==> config.mk <==
export PLATFORM = sky130hd
export DESIGN_NAME = seg_scan_ctrl
export DESIGN_NICKNAME = d
export VERILOG_FILES = /design/src/rtl/seg_scan_ctrl.sv
export SDC_FILE = /design/constraint.sdc
export NUM_CORES = 1
export LEC_CHECK = 0
export CAP_MARGIN = 5
export CORE_ASPECT_RATIO = 1.5
export CORE_MARGIN = 2
export CORE_UTILIZATION = 50
export CTS_CLUSTER_DIAMETER = 40
export DETAILED_ROUTE_END_ITERATION = 6
export GPL_TIMING_DRIVEN = 0
export PLACE_DENSITY = 0.81
export RECOVER_POWER = 25
export SYNTH_ARGS = -nofsm -noshare
export SYNTH_HDL_FRONTEND = slang
export SYNTH_SLANG_ARGS = --single-unit
==> constraint.sdc <==
create_clock -name clk -period 6.9 [get_ports clk]
set_input_delay 1.38 -clock clk [delete_from_list [all_inputs] [get_ports clk]]
set_output_delay 1.38 -clock clk [all_outputs]
set_load 0.02 [all_outputs]
==> src/rtl/seg_scan_ctrl.sv <==
// Round-robin scan controller for common-anode seven-segment digits on a shared active-low bus.
// New display contents are double-buffered and swapped in only at frame boundaries.
module seg_scan_ctrl #(
   parameter int NDIG  = 8,
   parameter int DIV   = 1000,
   parameter int BLANK = 4
) (
   input  logic              clk,
   input  logic              rst,
   input  logic              en,
   input  logic              wr_valid,
   output logic              wr_ready,
   input  logic [5*NDIG-1:0] wr_data,
   input  logic [NDIG-1:0]   wr_dp,
   output logic [NDIG-1:0]   an,
   output logic [7:0]        seg,
   output logic              frame_tick
);

   localparam int CW = (DIV > 1) ? $clog2(DIV) : 1;
   localparam int IW = (NDIG > 1) ? $clog2(NDIG) : 1;
   localparam logic [CW-1:0] CNT_LAST = CW'(DIV - 1);
   localparam logic [IW-1:0] IDX_LAST = IW'(NDIG - 1);

   logic [CW-1:0]      cnt;
   logic [IW-1:0]      idx;
   logic               pend_full;
   logic [5*NDIG-1:0]  pend_data;
   logic [NDIG-1:0]    pend_dp;
   logic [5*NDIG-1:0]  act_data;
   logic [NDIG-1:0]    act_dp;

   logic               frame_end;
   logic               in_blank;
   logic [4:0]         cur_code;
   logic               cur_dp;
   logic [NDIG-1:0]    cur_onehot;

   // Active-low a..g pattern; codes 16-31 are blank.
   function automatic logic [6:0] glyph(input logic [4:0] code);
      logic [6:0] g;
      case (code)
         5'd0:    g = 7'b0000001;
         5'd1:    g = 7'b1001111;
         5'd2:    g = 7'b0010010;
         5'd3:    g = 7'b0000110;
         5'd4:    g = 7'b1001100;
         5'd5:    g = 7'b0100100;
         5'd6:    g = 7'b0100000;
         5'd7:    g = 7'b0001111;
         5'd8:    g = 7'b0000000;
         5'd9:    g = 7'b0000100;
         5'd10:   g = 7'b0001000;
         5'd11:   g = 7'b1100000;
         5'd12:   g = 7'b1110010;
         5'd13:   g = 7'b1000010;
         5'd14:   g = 7'b0110000;
         5'd15:   g = 7'b0111000;
         default: g = 7'b1111111;
      endcase
      return g;
   endfunction

   assign wr_ready = ~pend_full & ~rst;

   always_comb begin
      frame_end  = en & (idx == IDX_LAST) & (cnt == CNT_LAST);
      in_blank   = int'(cnt) < BLANK;
      cur_code   = '0;
      cur_dp     = 1'b0;
      cur_onehot = '0;
      for (int unsigned i = 0; i < NDIG; i++) begin
         if (IW'(i) == idx) begin
            cur_code      = act_data[5*i +: 5];
            cur_dp        = act_dp[i];
            cur_onehot[i] = 1'b1;
         end
      end
   end

   always_ff @(posedge clk) begin
      if (rst) begin
         cnt        <= '0;
         idx        <= '0;
         pend_full  <= 1'b0;
         pend_data  <= '0;
         pend_dp    <= '0;
         act_data   <= {NDIG{5'd16}};
         act_dp     <= '0;
         an         <= '1;
         seg        <= '1;
         frame_tick <= 1'b0;
      end else begin
         // Accept needs pend_full=0 and commit needs pend_full=1, so they never collide.
         if (wr_valid && wr_ready) begin
            pend_data <= wr_data;
            pend_dp   <= wr_dp;
            pend_full <= 1'b1;
         end else if (pend_full && (!en || frame_end)) begin
            act_data  <= pend_data;
            act_dp    <= pend_dp;
            pend_full <= 1'b0;
         end

         if (en) begin
            if (cnt == CNT_LAST) begin
               cnt <= '0;
               idx <= (idx == IDX_LAST) ? '0 : idx + 1'b1;
            end else begin
               cnt <= cnt + 1'b1;
            end
            if (in_blank) begin
               an  <= '1;
               seg <= '1;
            end else begin
               an  <= ~cur_onehot;
               seg <= {glyph(cur_code), ~cur_dp};
            end
            frame_tick <= frame_end;
         end else begin
            cnt        <= '0;
            idx        <= '0;
            an         <= '1;
            seg        <= '1;
            frame_tick <= 1'b0;
         end
      end
   end

endmodule

==> results.md, run 1 <==
- Power Internal: 0.001379 W
- FF+latch area: 0.002542 mm²
- Bufs on Longest Clock Path: 2
- Fmax: 0.2579 GHz
- Num ports: 70
- Worst-path maximum fanout: 9
- CTS Root Cell: clkbuf_16
- Non-Filler Instances: 906
- Final ANT Viol Nets: 0
- Peak supply drop: 0.0001542 V
- First-pass GRT wire length: 21780 µm
- WL met2: 6895 µm
- Area after DPL: 0.006218 mm²
- Clk_lat worst skew: 0.41 ns
- Clk pwr share: 49.8%
- Die Ht: 130.8 µm
- Commonest cells after routing, fill and taps aside: nand2_1 (169), dfxtp_1 (127), clkdlybuf4s50_1 (67)
- Nets: 816
- Dpl hpwl: 9473 µm
- Footprint of the multi-input gates: 0.002544 mm²
- Yosys top cell area share: 47.45%
- Syn Area/Cell: 8.081 µm²
- Switching share of power: 22.23%
- Gate power share: 6.2%
- Total Die Area: 0.01158 mm²
- Vias: 4810
- Syn_nets: 729
- Resized cells post-CTS: 0
- Critical Path End Type: output port
- MaxCap Viol Count: 0
- Wire length per cell: 14.65 µm
- Sequential fraction of design power: 44.1%
- Total gr overflow: 0
- Worst r2r src: idx[0]
- Status: complete, no violations
- Clock transition at the registers of the reported paths: 0.05 ns
- Min cycle time layout: 3.878 ns
- Drt pass-1 iters: 5
- Routability Congestion: 0.9136
- Critical Path Sink: wr_ready
- Final wirelength: 13270 µm
- Sink Count: 127
- Synth area leaders: dfxtp_1 (47%), nand2_1 (12%), nand2b_1 (6.2%)
- HP Class: reg -> reg
- YS warnings: 0
- Number of flops mapped to enable cells by yosys: 0
- Synth Cell Area: 0.005358 mm²
- Most common cell after layout, fill and taps aside: nand2_1
- Initial antenna violation count: 0
- Row cnt: 46
- Arrival @ worst endpoint: 2.50 ns
- Hold Fails Final Rpt: 0
- Min Hold Slack: 0.4570 ns
- Fill cell count: 877
- Static Leak: 2.434 nW
- Share of cells above drive strength 1: 6.824%
- Initial Util: 50.87%
- Worst Max-Slew Pin Slew: 0.6836 ns
- Power Density: 261.7 mW/mm²
- RSZ-0062 raised after global routing: false
- GRT Total Usage: 24.34%
- # hold bufs at CTS: 0
- CP Launch Type: input pin
- Crit. Startpoint: rst
- Top layer in use: met4
- Final setup vio count: 0
- R2R Path End: seg[6]
- Synth cell types: 52
- Syn Inst Count: 663
- Number of remaining DRC errors: 0
- Vias in the first global route: 4756
- Largest area contributor in the netlist: dfxtp_1
- FF-to-FF setup slack: 3.20 ns
- Post-CTS Setup Repair Bufs: 0
- Synth async-reset ratio: 0%
- I/O Buffers: 68
- Diode count: 0
- H-tree Lvls: 4
- Vias per std cell: 5.309
- Iteration-0 DRC Markers: 230
- Yosys reg bits: 127
- Area Overhead vs Synth: 26.51%
- Final period util: 56.20%
- Worst Skew: 0.003490 ns
- Worst endpoint required time: 5.52 ns
- Largest net degree at the start of global routing: 17
- Total CTS buffers: 17
- Rel. slew slack: 54.43%
- Fin area: 0.006778 mm²
- R2r worst-path depth: 13
- Die width: 88.52 µm
- Met3 wire length: 592 µm
- Post-route setup TNS: 0 ns
- Fin. max-slew vios: 0
- Core ar.: 0.01053 mm²
- Met1 Wirelength: 5286 µm
- Part of the Yosys area used for sequential elements: 47.45%
- TritonCTS clock tree: built
- Ys flop type: dfxtp_1
- CP Class: in -> out
- Placed cell count: 875
- Sw Pwr: 0.0003942 W
## cell families after synthesis
kind of cell / synth area share [%]
compound gates: 15.83
buf+inv: 4.998
simple gates: 26.95
xor+xnor: 1.308
fa+ha+maj: 3.270
mux: 0.1868
flops: 47.45
## stage by stage
step | util [%] | power, W | setup slack [ns]
2_1_floorplan | - | 0.0008525 | 3.669
3_3_place_gp | 59.04 | 0.0009023 | 3.028
3_5_place_dp | 59.04 | 0.0009068 | 2.996
4_1_cts | 64.53 | 0.001781 | 2.994
5_1_grt | 64.35 | 0.001827 | 2.944
6_report | 64.35 | 0.001773 | 3.022
## flip-flops by register name, indices dropped and copies added (netlist names)
name and count:
cnt 10, pend_full 1, act_dp 8, an 8, act_data 40, frame_tick 1
pend_dp 8, seg 8, pend_data 40, idx 3
## how the worst min path moves through the flow
stage,startpoint,end,slack [ns],depth (start not counted)
2_1_floorplan,cnt[0],cnt[0],0.42,1
3_3_place_gp,pend_data[38],act_data[38],0.44,2
3_5_place_dp,pend_data[10],act_data[10],0.45,2
4_1_cts,pend_data[20],act_data[20],0.46,2
5_1_grt,pend_data[20],act_data[20],0.47,2
6_report,pend_data[20],act_data[20],0.46,2
## power by group through the flow
stage / Sequential (W) / Clock (W) / Combinational [W]
2_1_floorplan: 0.000791 / 0 / 0.0000617
3_3_place_gp: 0.000796 / 0 / 0.000107
3_5_place_dp: 0.000797 / 0 / 0.000110
4_1_cts: 0.000781 / 0.000888 / 0.000111
5_1_grt: 0.000784 / 0.000920 / 0.000123
6_report: 0.000782 / 0.000882 / 0.000109
## metal layers
layer,vias up,GRT usage [%]
met5,-,0
met4,0,11.76
met3,43,4.774
met2,156,44.71
met1,2224,26.13
li1,2387,-
## cell type report
| class | count | share of cell area, % |
|---|---|---|
| repair buffers | 68 | 10.04 |
| multi-input cells | 479 | 37.53 |
| clock buffers | 19 | 6.387 |
| well taps | 144 | 2.658 |
| plain buffers | 44 | 3.009 |
| clock inverters | 12 | 2.141 |
| flip-flops and latches | 127 | 37.51 |
| inverters | 13 | 0.7200 |
## cell usage after synthesis (all sizes together) (2+ instances only)
master and count:
nand2 171, dfxtp 127, a21oi 63, o21ai 59
nand2b 53, nor2 29, clkbuf 23, buf 21
nand3 17, ha 14, inv 13, nand3b 12
xnor2 5, a21o 3, a221oi 3, nand4 3
nor3 3, or2 3, or3 3, xor2 3
a211oi 2, a221o 2, and2 2, nor2b 2
nor3b 2, nor4 2, o22ai 2, o311ai 2
o31ai 2
## critical path: stages
cell and delay (ns):
clkbuf_1 0.43, nor2_1 0.12, clkdlybuf4s50_1 0.56
Note: power is estimated with default switching activity, not from simulation.
==> run 2, diff against run 1 <==
--- a/config.mk
+++ b/config.mk
@@ -12,7 +12,7 @@
 export CTS_CLUSTER_DIAMETER = 40
 export DETAILED_ROUTE_END_ITERATION = 6
 export GPL_TIMING_DRIVEN = 0
-export PLACE_DENSITY = 0.81
+export PLACE_DENSITY = 0.84
 export RECOVER_POWER = 25
 export SYNTH_ARGS = -nofsm -noshare
 export SYNTH_HDL_FRONTEND = slang
==> constraint.sdc (replaced) <==
create_clock -name clk -period 3.12 [get_ports clk]
set_input_delay 0.624 -clock clk [delete_from_list [all_inputs] [get_ports clk]]
set_output_delay 0.624 -clock clk [all_outputs]
set_load 0.02 [all_outputs]
==> results.md, run 2 (synthesized netlist as in run 1, its figures left out) <==
- Status: complete, no violations
- CP Launch Type: flip-flop
- Area Overhead vs Synth: 27.35%
- HP Class: reg -> reg
- Fmax: 0.3328 GHz
- Share of cells above drive strength 1: 8.650% (+1.8 points)
- Row cnt: 46 (unchanged)
- Biggest registers after layout: act_data x40, pend_data x40, cnt x10
- Final period util: 96.31%
- Total Die Area: 0.01158 mm² (unchanged)
- Nets: 816 (unchanged)
- Fin. max-slew vios: 0 (unchanged)
- Dpl hpwl: 9487 µm (+0.15%)
- Peak supply drop: 0.0003583 V (+130%)
- CP bufs+invs: 4 (+2)
- TritonCTS clock tree: built
- Final wirelength: 13030 µm (-1.8%)
- Worst endpoint required time: 3.40 ns (-2.12 ns)
- Diode count: 0 (unchanged)
- FF-to-FF setup slack: 0.12 ns (-3.08 ns)
- Arrival @ worst endpoint: 3.28 ns (+0.78 ns)
- Clk_lat worst skew: 0.42 ns (about the same)
- Hold Path Depth: 2 (unchanged)
- Sequential fraction of design power: 44.2% (about the same)
- Final setup vio count: 0 (unchanged)
- I/O Buffers: 68 (unchanged)
- Worst Max-Slew Pin Slew: 0.6685 ns (-0.01515 ns)
- Power Density: 572.6 mW/mm² (+120%)
- Power Internal: 0.003002 W (+120%)
- Iteration-0 DRC Markers: 241 (+4.8%)
- Clock transition at the registers of the reported paths: 0.06 ns (about the same)
- Rel. slew slack: 55.44% (+1.0 points)
- Routability Congestion: 0.8893 (-2.7%)
- Largest net degree at the start of global routing: 17 (unchanged)
- Gate power share: 6.3% (about the same)
- CP max stage delay: 0.46 ns (-0.10 ns)
- CTS Root Cell: clkbuf_16
- Final ANT Viol Nets: 0 (unchanged)
- Wire length per cell: 14.36 µm (-1.9%)
- CP Class: reg -> reg
- Min cycle time layout: 3.005 ns
- R2r worst-path depth: 13 (unchanged)
- Die width: 88.52 µm (unchanged)
- Switching share of power: 23.15% (+0.92 points)
- Hold Crit Endpoint: act_data[18]
- Total Power: 0.003907 W (+120%)
- First-pass GRT wire length: 21290 µm (-2.2%)
- Commonest cells after routing, fill and taps aside: nand2_1 (169), dfxtp_1 (127), a21oi_1 (62)
- Most common cell after layout, fill and taps aside: nand2_1
- Sw Pwr: 0.0009046 W (+130%)
- Worst path slowest cell: or3b_2
- Critical path's most frequent cell: inv_1
- Critical-path cell list: inv_1 > ha_2 > buf_4 > buf_6 > a21oi_1 > a221oi_2 > o22ai_1 > a21oi_2 > inv_1 > ha_1 > or3b_2 > nand2_1 > o211ai_1
- Hold Fails Final Rpt: 0 (unchanged)
- Fill cell count: 888 (+1.3%)
- R2R Path End: seg[6]
- Min Hold Slack: 0.4542 ns (-0.002751 ns)
- Worst r2r src: idx[0]
- Critical Path End Type: flip-flop
- Vias per std cell: 5.256 (-1.0%)
- CP top delay family: compound AO/OA/AOI/OAI gates
- Number of remaining DRC errors: 0 (unchanged)
- Core ar.: 0.01053 mm² (unchanged)
- Vias: 4767 (-0.89%)
- H-tree Lvls: 4 (unchanged)
- Clk pwr share: 49.5% (-0.3 points)
- Worst hold start: pend_data[18]
- Num ports: 70 (unchanged)
- GRT Total Usage: 23.89% (-0.45 points)
- Worst Skew: 0.01142 ns (+0.007930 ns)
- Static Leak: 2.429 nW (-0.22%)
- MaxCap Viol Count: 0 (unchanged)
- Drt pass-1 iters: 5 (unchanged)
- Total CTS buffers: 17 (unchanged)
- Initial Util: 50.87% (unchanged)
- Dpl ws: -0.3848 ns (-3.381 ns)
- # hold bufs at CTS: 0 (unchanged)
- Bufs on Longest Clock Path: 2 (unchanged)
- Sink Count: 127 (unchanged)
- Vias in the first global route: 4593 (-3.4%)
- Initial antenna violation count: 0 (unchanged)
- Total gr overflow: 0 (unchanged)
- Worst-path maximum fanout: 10 (+1)
- RSZ-0062 raised after global routing: false
- Die Ht: 130.8 µm (unchanged)
- Post-route setup slack: 0.1151 ns (-2.907 ns)
==> run 2: area by class of cell <==
| cell class | instances | area (µm²) | area share (%) |
|---|---|---|---|
| Tap cell | 144 | 180.2 | 2.641 |
| Timing Repair Buffer | 69 | 688.2 | 10.09 |
| Inverter | 13 | 48.80 | 0.7152 |
| Multi-Input combinational cell | 479 | 2554 | 37.43 |
| Clock inverter | 14 | 141.4 | 2.072 |
| Clock buffer | 18 | 439.2 | 6.437 |
| Sequential cell | 127 | 2542 | 37.26 |
| Buffer | 43 | 229.0 | 3.356 |
==> run 2: how the worst max path moves through the flow <==
| stage | from | end | slack (ns) | cells after the start |
|---|---|---|---|---|
| after CTS | idx[0] | seg[4] | 0.05 | 13 |
| after global placement | idx[0] | seg[4] | -0.31 | 13 |
| after global routing | idx[0] | seg[6] | 0.04 | 13 |
| final | idx[0] | seg[6] | 0.12 | 13 |
| after detailed placement | idx[0] | seg[6] | -0.38 | 13 |
| after floorplan | idx[1] | seg[4] | 0.27 | 14 |
==> run 2: routing by layer <==
layer  track usage [%]  part of all wire (%)  vias up  routed length, µm
met5                 0                     0        -                  0
met4             10.34                   2.5        0                329
met3             5.025                   3.2       28                411
met2             44.32                    54      108               7052
met1             25.61                    40     2257               5234
li1                  -                     -     2374                  -
==> run 2: power by group through the flow <==
| stage | clock [W] | sequential, W | combinational [W] |
|---|---|---|---|
| after floorplan | 0 | 0.00175 | 0.000136 |
| after global placement | 0 | 0.00176 | 0.000234 |
| after detailed placement | 0 | 0.00176 | 0.000243 |
| after CTS | 0.00194 | 0.00173 | 0.000246 |
| after global routing | 0.00200 | 0.00174 | 0.000274 |
| final | 0.00193 | 0.00173 | 0.000245 |
==> run 2: tightest hold or removal path: stages, from the launching register on <==
cell and delay [ns]:
dfxtp_1 0.31, nand2_1 0.05, a21oi_1 0.05
==> run 2: stage by stage <==
step / util, % / std cells / setup TNS (ns) / cell area (µm²)
after CTS: 64.85 / 908 / 0 / 6830
after floorplan: - / 663 / 0 / 5358
after global placement: 59.04 / 875 / -0.6062 / 6218
after global routing: 64.78 / 907 / 0 / 6823
after detailed placement: 59.04 / 875 / -0.8443 / 6218
final: 64.78 / 907 / 0 / 6823
==> run 2: repair_timing <==
| item | 4_1_cts | 5_1_grt |
|---|---|---|
| gates resized for setup | 6 | 6 |
| endpoints found under the setup margin | 4 | 2 |
| buffers inserted | 1 | 0 |
| pin swaps | 1 | 0 |
==> run 3, diff against run 2 <==
==> constraint.sdc (replaced) <==
create_clock -name clk -period 2.55 [get_ports clk]
set_input_delay 0.51 -clock clk [delete_from_list [all_inputs] [get_ports clk]]
set_output_delay 0.51 -clock clk [all_outputs]
set_load 0.1 [all_outputs]
==> results.md, run 3 (synthesized netlist as in run 1, its figures left out) <==
- Status: finished with violations
- Failing checks: negative setup slack
- Total Die Area: 0.01158 mm² (unchanged)
- RSZ-0062 raised after global routing: true
- CP Launch Type: flip-flop
- Area after DPL: 0.006274 mm² (+0.89%)
- Initial antenna violation count: 0 (unchanged)
- # hold bufs at CTS: 0 (unchanged)
- Worst-path maximum fanout: 5 (-5)
- Initial Util: 50.87% (unchanged)
- Core ar.: 0.01053 mm² (unchanged)
- Worst Max-Slew Pin Slew: 0.9827 ns (+0.3143 ns)
- I/O Buffers: 68 (unchanged)
- Clock transition at the registers of the reported paths: 0.05 ns (about the same)
- Diode count: 0 (unchanged)
- Number of remaining DRC errors: 0 (unchanged)
- CP Class: reg -> reg
- Total CTS buffers: 17 (unchanged)
- CTS Root Cell: clkbuf_16
- Vias: 4914 (+3.1%)
- Static Leak: 2.576 nW (+6.1%)
- Worst hold start: cnt[0]
- Final setup vio count: 2 (+2)
- Worst r2r src: idx[0]
- Nets: 829 (+1.6%)
- Arrival @ worst endpoint: 2.95 ns (-0.33 ns)
- Sequential fraction of design power: 43.1% (-1.1 points)
- Worst endpoint required time: 2.91 ns (-0.49 ns)
- Final period util: 101.4% (+5.1 points)
- Crit. Startpoint: idx[0]
- Wire length per cell: 14.99 µm (+4.4%)
- Fmax: 0.3867 GHz (+16%)
- Critical Path End Type: flip-flop
- Row cnt: 46 (unchanged)
- Largest net degree at the start of global routing: 17 (unchanged)
- Fill cell count: 816 (-8.1%)
- Sink Count: 127 (unchanged)
- Clk_lat worst skew: 0.42 ns (about the same)
- Share of cells above drive strength 1: 11.98% (+3.3 points)
- Sw Pwr: 0.001084 W (+20%)
- Final wirelength: 13790 µm (+5.9%)
- Min cycle time layout: 2.586 ns (-0.4191 ns)
- Hold Fails Final Rpt: 0 (unchanged)
- FF-to-FF setup slack: -0.04 ns (-0.15 ns)
- Total gr overflow: 0 (unchanged)
- Peak supply drop: 0.0006829 V (+91%)
- H-tree Lvls: 4 (unchanged)
- Area Overhead vs Synth: 32.02%
- Fin. max-slew vios: 0 (unchanged)
- Iteration-0 DRC Markers: 350 (+45%)
- Clk pwr share: 50.5% (+1.0 points)
- Num ports: 70 (unchanged)
- Gate power share: 6.4% (about the same)
- GRT Total Usage: 25.12% (+1.2 points)
- Vias in the first global route: 4832 (+5.2%)
- Die width: 88.52 µm (unchanged)
- Final ANT Viol Nets: 0 (unchanged)
- First-pass GRT wire length: 22200 µm (+4.3%)
- MaxCap Viol Count: 0 (unchanged)
- Power Density: 694.1 mW/mm² (+21%)
- Biggest registers after layout: act_data x40, pend_data x40, cnt x10
- Total Power: 0.004910 W (+26%)
- Switching share of power: 22.08% (-1.1 points)
- Bufs on Longest Clock Path: 2 (unchanged)
- Most common cell after layout, fill and taps aside: nand2_1
- TritonCTS clock tree: built
- Commonest cells after routing, fill and taps aside: nand2_1 (169), dfxtp_1 (124), clkdlybuf4s50_1 (66)
- Fin area: 0.007073 mm² (+3.7%)
- Min Hold Slack: 0.4511 ns (-0.003068 ns)
- Power Internal: 0.003826 W (+27%)
- Rel. slew slack: 34.74% (-21 points)
- HP Class: reg -> reg
- Drt pass-1 iters: 6 (+1)
- Dpl hpwl: 9519 µm (+0.34%)
- Vias per std cell: 5.341 (+1.6%)
- Routability Congestion: 0.9103 (+2.4%)
- Worst Skew: 0.01037 ns (-0.001056 ns)
- Post-route setup slack: -0.03582 ns (-0.1509 ns)
- Die Ht: 130.8 µm (unchanged)
## run 3: changes by cell type in the layout (fill, tap and decap cells not counted), sizes merged
| cell | previous run | this run |
|---|---|---|
| clkbuf | 42 | 46 |
| buf | 20 | 33 |
| clkdlybuf4s50 | 54 | 66 |
| clkinvlp | 4 | 1 |
| dlygate4sd2 | 0 | 1 |
| dlygate4sd3 | 14 | 1 |
| bufinv | 2 | 3 |
| clkinv | 7 | 6 |
| inv | 14 | 13 |
## run 3: final cells by class
type	instances	area (µm²)	share of cell area, %
Clock buffer	22	474.2	6.704
Buffer	42	247.7	3.503
Timing Repair Buffer	83	804.5	11.37
Multi-Input combinational cell	479	2626	37.13
Inverter	13	53.80	0.7607
Tap cell	144	180.2	2.547
Sequential cell	127	2551	36.07
Clock inverter	10	135.1	1.910
## run 3: power groups by stage
stage,logic [W],registers [W],clock network (W)
6_report,0.000314,0.00211,0.00248
5_1_grt,0.000350,0.00212,0.00256
4_1_cts,0.000312,0.00211,0.00249
3_5_place_dp,0.000309,0.00216,0
3_3_place_gp,0.000298,0.00215,0
2_1_floorplan,0.000177,0.00214,0
## run 3: metrics by stage
stage / setup WS [ns] / setup TNS (ns) / util (%) / instances
floorplan: 0.02537 / 0 / - / 663
global placement: -0.4217 / -1.682 / 59.56 / 875
detailed placement: -0.5162 / -2.284 / 59.56 / 875
CTS: 0.001358 / 0 / 66.88 / 917
global route: -0.09107 / -0.5338 / 67.15 / 920
finish: -0.03582 / -0.06010 / 67.15 / 920
## run 3: path summary, 6_finish.rpt
| check | endpoint | depth (start not counted) |
|---|---|---|
| worst max register to register | seg[4] | 11 |
| worst max-delay path | seg[4] | 11 |
| worst min register to register | cnt[0] | 1 |
| worst min-delay path | cnt[0] | 1 |
## run 3: layer usage
metal / wire length, µm / up-vias / GRT usage (%)
met1: 5355 / 2290 / 26.15
met4: 575 / 0 / 12.12
met3: 662 / 47 / 7.475
met2: 7197 / 168 / 45.29
li1: - / 2409 / -
met5: 0 / - / 0
## run 3: repair_timing
item | 4_1_cts | 5_1_grt
resized for setup | 23 | 8
setup endpoints to repair | 8 | 4
setup buffers | 12 | 3
pin swaps | 8 | 5
## run 3: worst max-delay path, stage by stage (launching register included)
cell,delay (ns)
dfxtp_4,0.38
ha_4,0.18
ha_4,0.18
or2_4,0.25
a221oi_2,0.22
o22ai_1,0.14
a21oi_2,0.22
inv_2,0.06
ha_1,0.28
or3b_4,0.38
a21o_1,0.17
nand4_1,0.07
